`src/rtl/mhd_pkg.sv`:
```
// Shared types and defaults for the Hamming-distance pattern generator slice.
package mhd_pkg;

  typedef enum logic {IDLE, EMIT} state_t;

  localparam int MHD_WIDTH  = 34;
  localparam int MHD_THRESH = 8;

  function automatic int kw(input int width);
    return $clog2(width + 1);
  endfunction

endpackage

```
`src/rtl/mhd_next_comb.sv`:
```
// Gosper's rule: next larger value with the same popcount as mask.
// Division by the isolated low bit is replaced by a ctz-driven right shift.
module mhd_next_comb #(
  parameter int WIDTH = 34
) (
  input  logic [WIDTH-1:0] mask,
  output logic [WIDTH-1:0] next_mask
);

  localparam int EW = WIDTH + 1;
  localparam int CW = $clog2(EW);

  logic [EW-1:0] m;
  logic [EW-1:0] c;
  logic [EW-1:0] r;
  logic [CW-1:0] ctz;

  // One extra bit keeps the carry out of the top run from being lost.
  always_comb begin
    m   = {1'b0, mask};
    c   = m & (~m + EW'(1));
    r   = m + c;
    ctz = '0;
    for (int i = EW - 1; i >= 0; i--) begin
      if (c[i]) ctz = CW'(i);
    end
    next_mask = WIDTH'(((((r ^ m) >> 2) >> ctz) | r));
  end

endmodule

```
`src/rtl/mhd_pattern_gen.sv`:
```
// Streams every (a, b) pair whose difference mask has weight k, in ascending
// mask order, with a golden exceed flag for the Hamming-distance miter.
module mhd_pattern_gen
  import mhd_pkg::*;
#(
  parameter int WIDTH = MHD_WIDTH,
  parameter int MHD   = MHD_THRESH,
  parameter int KW    = kw(WIDTH)
) (
  input  logic             clk,
  input  logic             rst_n,
  input  logic             start,
  input  logic [WIDTH-1:0] base,
  input  logic [KW-1:0]    k,
  output logic             out_valid,
  input  logic             out_ready,
  output logic [WIDTH-1:0] out_a,
  output logic [WIDTH-1:0] out_b,
  output logic [WIDTH-1:0] out_mask,
  output logic             out_exceed,
  output logic             out_last,
  output logic             busy,
  output logic             done,
  output logic             err
);

  localparam int EW = WIDTH + 1;

  state_t           state;
  state_t           state_nxt;
  logic [WIDTH-1:0] base_q;
  logic [WIDTH-1:0] mask_q;
  logic [WIDTH-1:0] top_q;
  logic [WIDTH-1:0] mask_adv;
  logic [WIDTH-1:0] top_mask;
  logic [EW-1:0]    first_mask;
  logic             exceed_q;
  logic             done_q;
  logic             err_q;
  logic             k_ok;
  logic             accept;
  logic             hs;

  mhd_next_comb #(.WIDTH(WIDTH)) u_next (
    .mask      (mask_q),
    .next_mask (mask_adv)
  );

  assign out_valid  = (state == EMIT);
  assign busy       = (state == EMIT);
  assign out_a      = base_q;
  assign out_b      = base_q ^ mask_q;
  assign out_mask   = mask_q;
  assign out_exceed = exceed_q;
  assign out_last   = (state == EMIT) && (mask_q == top_q);
  assign done       = done_q;
  assign err        = err_q;

  // The final mask is precomputed at capture so last-detect is one compare.
  always_comb begin
    k_ok       = (32'(k) <= WIDTH);
    accept     = (state == IDLE) && start && k_ok;
    hs         = out_valid && out_ready;
    first_mask = (EW'(1) << k) - EW'(1);
    top_mask   = WIDTH'(first_mask << (KW'(WIDTH) - k));
    state_nxt  = state;
    case (state)
      IDLE:    if (accept) state_nxt = EMIT;
      EMIT:    if (hs && out_last) state_nxt = IDLE;
      default: state_nxt = IDLE;
    endcase
  end

  always_ff @(posedge clk or negedge rst_n) begin
    if (!rst_n) begin
      state    <= IDLE;
      base_q   <= '0;
      mask_q   <= '0;
      top_q    <= '0;
      exceed_q <= 1'b0;
      done_q   <= 1'b0;
      err_q    <= 1'b0;
    end else begin
      state  <= state_nxt;
      done_q <= hs && out_last;
      err_q  <= (state == IDLE) && start && !k_ok;
      if (accept) begin
        base_q   <= base;
        mask_q   <= WIDTH'(first_mask);
        top_q    <= top_mask;
        exceed_q <= (32'(k) > MHD);
      end else if (hs && !out_last) begin
        mask_q <= mask_adv;
      end
    end
  end

endmodule

```
`config.mk`:
```
export PLATFORM = sky130hd
export DESIGN_NAME = mhd_pattern_gen
export DESIGN_NICKNAME = d
export VERILOG_FILES = /design/src/rtl/mhd_pkg.sv /design/src/rtl/mhd_next_comb.sv /design/src/rtl/mhd_pattern_gen.sv
export SDC_FILE = /design/constraint.sdc
export NUM_CORES = 1
export LEC_CHECK = 0
export BUFFER_PORTS_ARGS = -buffer_cell sky130_fd_sc_hd__buf_2
export CORE_ASPECT_RATIO = 1.1
export CORE_UTILIZATION = 40
export CTS_BUF_LIST = sky130_fd_sc_hd__clkbuf_8 sky130_fd_sc_hd__clkbuf_16
export DETAILED_ROUTE_END_ITERATION = 12
export GPL_ROUTABILITY_DRIVEN = 0
export PLACE_DENSITY_LB_ADDON = 0.15
export SLEW_MARGIN = 15
export SYNTH_ARGS = -nofsm -noshare
export SYNTH_HDL_FRONTEND = slang
export SYNTH_SLANG_ARGS = --single-unit
```
`constraint.sdc`:
```
create_clock -name clk -period 3.9 [get_ports clk]
set_input_delay 0.39 -clock clk [delete_from_list [all_inputs] [get_ports clk]]
set_output_delay 0.39 -clock clk [all_outputs]
set_load 0.005 [all_outputs]
```
==> impl_metrics.toml <==
[placement]
dpl.hpwl_um = 46140
port_buffers = 151
postPlaceCellArea_um2 = 15230

[power_and_ir_drop]
clkPwrFrac_pct = 9.5
p_total_mw = 9.834
pwr_density_cell_nw_per_um2 = 626.3
p_int_mw = 4.667
p_switching_mw = 5.167
peakVddDrop_v = 0.0002644
p_seq_share_pct = 20.2
sw_frac_of_total_pct = 52.55
power_frac_comb_pct = 70.3
p_leak_nw = 6.917

[yosys]
syn_nets = 1810
synth_seq_area_share_pct = 21.18
synth_top_cell_area_share_pct = 21.18
synth_common_cells = "nand2_1 (293), nor2_1 (158), a21oi_1 (136), dfrtp_1 (106)"
ys_seq_elements = 106
async_flop_share_pct = 100.0
synth_ff_type = "dfrtp_1"
yosysMostFrequentCell = "nand2_1"
synth_edf_count = 0
ys_types = 98
yosysWarnings = 0
synth_area_um2 = 12520
syn_avg_cell_area_um2 = 7.115
yosys-top-cells-area = "dfrtp_1 (21%), nand2_1 (8.8%), a21oi_1 (5.4%)"
yosysTopAreaCell = "dfrtp_1"
syn_inst = 1760

[setup_path]
cp_max_fo = 7
cp_num_buf_inv = 3
cp_data_arrival_time_ns = 4.17
crit_top_cell = "buf_4"
timing.critical_path.from = "out_mask[21]"
start_kind = "flip-flop"
path_cells = "buf_4 -> nor3_1 -> buf_4 -> nand4_1 -> nor4_1 -> buf_4 -> or2_2 -> or3_1 -> nor2_1 -> o21ai_0 -> o22ai_1 -> a21oi_1 -> a21oi_1"
max_stage_delay_ns = 0.60
cp_top_family = "simple AND/OR/NAND/NOR gates"
cp.required_ns = 4.16
r2r_start = "out_mask[21]"
cpMaxStageDelayCell = "nor2_1"
critPathKind = "reg -> reg"
endpoint_kind = "flip-flop"

[grt]
grt_pass1_wl_um = 88400
antenna_found_initial = 0
first_global_vias = 14695
grt.total_usage_pct = 36.40
grt_max_degree = 71
grt_overflow_total = 0

[sta]
finalSetupViolations = 1
slew_viol_final = 0
tightest_slew_ns = 1.088
final_hold_viol_count = 0
finalWorstPathRequiredPeriod_ns = 3.911
fin_hold_ws_ns = 0.1516
slew_headroom_pct = 26.96
fin_skew_ns = 0.01304
max_freq_mhz = 255.7
fin_setup_tns_ns = -0.01066
post-route-period-util_pct = 100.3
setup_ws_ns = -0.01066

[layout]
fillers = 3062
design_area_um2 = 15700
syn2layout_area_growth_pct = 25.39
multi_input_area_um2 = 9308
nets = 2074
regArea_um2 = 2661
drive_above_1_share_pct = 25.87
diodes = 0
fin_util_pct = 51.31

[floorplan]
start_util_pct = 40.92
dieHeight_um = 187.6
fp.dieArea_um2 = 32020
die_x_um = 170.7
io-pin-count = 152
core-area_um2 = 30600
rows = 67

[clock_network]
clock_sinks = 106
cts_root_buf = "clkbuf_16"
worstSkewPairLatency_ns = 0.38
clkTransAtPathRegs_ns = 0.07
cts_tree = "built"
cts_buffer_depth = 2
cts_buffers = 9
holdBufCountCts = 0
htreeDepth = 3

[route]
via_per_inst = 6.421
num_vias = 15687
routed_wl_um = 59150
antenna_left = 0
drt_pass1_iterations = 6
wire_per_inst_um = 24.21
first_iter_violations = 2453
drc = 0

[run_status]
violations = "setup timing"
status = "finished with violations"

[run]
maxCapViolCount = 0

[min_path]
hp-class = "in -> async"
==> state kept, by name (all words and copies together), names as in the netlist <==
name,cells
done,1
out_mask,34
out_a,34
out_exceed,1
err,1
top_q,34
busy,1
==> layout by cell type (no fill, tap or decap), types with 9 or more instances in the layout <==
| cell type | instances |
|---|---|
| buf_2 | 150 |
| nand4_1 | 28 |
| o211ai_1 | 32 |
| or2_2 | 15 |
| and2_1 | 12 |
| nor3_1 | 66 |
| o31ai_1 | 21 |
| o21a_1 | 13 |
| a22oi_1 | 10 |
| xnor2_1 | 47 |
| a31oi_1 | 24 |
| mux2i_1 | 68 |
| o21ai_0 | 95 |
| buf_12 | 11 |
| xor2_1 | 42 |
| dfrtp_1 | 99 |
| a211oi_1 | 37 |
| a21oi_1 | 134 |
| nor2_1 | 157 |
| mux2_2 | 11 |
| o221ai_1 | 12 |
| clkbuf_16 | 9 |
| nand2b_1 | 12 |
| nor4_1 | 16 |
| a22o_1 | 9 |
| nor2b_1 | 10 |
| nand3_1 | 42 |
| nand2_1 | 293 |
| o21ai_1 | 19 |
| o22ai_1 | 11 |
| or3_1 | 20 |
| buf_4 | 243 |
| and3_1 | 10 |
| a221oi_1 | 9 |
| a21o_1 | 15 |
| inv_1 | 34 |
==> worst register-to-register path, cell delays in order, from the launching register on <==
cell,delay [ns]
dfrtp_1,0.54
buf_4,0.24
nor3_1,0.07
buf_4,0.17
nand4_1,0.16
nor4_1,0.07
buf_4,0.15
or2_2,0.31
or3_1,0.52
nor2_1,0.60
o21ai_0,0.21
o22ai_1,0.33
a21oi_1,0.17
a21oi_1,0.25
==> per-layer routing <==
layer	GRT usage (%)	wire [um]	up-vias
li1	-	-	7028
met1	45.48	22460	7318
met2	56.94	26300	1086
met3	7.260	6055	255
met4	23.22	4333	0
met5	0	0	-
==> repair_timing <==
item | 4_1_cts | 5_1_grt
pin swaps | 0 | 10
setup endpoints to repair | 8 | 32
setup buffers | 0 | 6
gates resized for setup | 6 | 28
==> cell families after synthesis <==
group	share of synthesized area (%)
flip-flops	21.18
XOR/XNOR	6.365
buffers and inverters	5.915
adder cells (fa/ha/maj)	0.5995
AND/OR/NAND/NOR	27.32
multiplexers	7.614
AO/OA/AOI/OAI	31.01
==> power by group through the flow <==
stage               Clock, mW  Sequential [mW]  Combinational, mW
floorplan                   0             1.78               3.73
global placement            0             1.96               6.55
detailed placement          0             1.97               6.56
CTS                     0.950             1.95               6.61
global route            0.987             2.02               7.29
finish                  0.937             1.99               6.91
==> through the flow <==
stage,instances,setup WS [ns]
finish,2443,-0.01066
global route,2443,-0.0004707
CTS,2437,0.006268
detailed placement,2421,-0.2138
global placement,2421,-0.2175
floorplan,1760,-0.008406
==> final timing paths <==
path | endpoint | slack, ns | cells after the start
worst min register to register | out_exceed | 0.47 | 2
max in group asynchronous | out_mask[1] | 2.93 | 2
worst min-delay path | out_mask[28] | 0.15 | 1
worst max register to register | out_mask[19] | -0.01 | 13
worst max-delay path | out_mask[19] | -0.01 | 13
min in group clk | out_a[33] | 0.19 | 3
==> layout make-up <==
cell class	instances	area share [%]
repair buffers	404	17.80
flip-flops and latches	106	16.95
inverters	34	0.8128
clock inverters	7	0.4223
well taps	414	3.299
multi-input cells	1469	59.28
clock buffers	9	1.434
No activity file was read; power rests on OpenSTA's default activity.
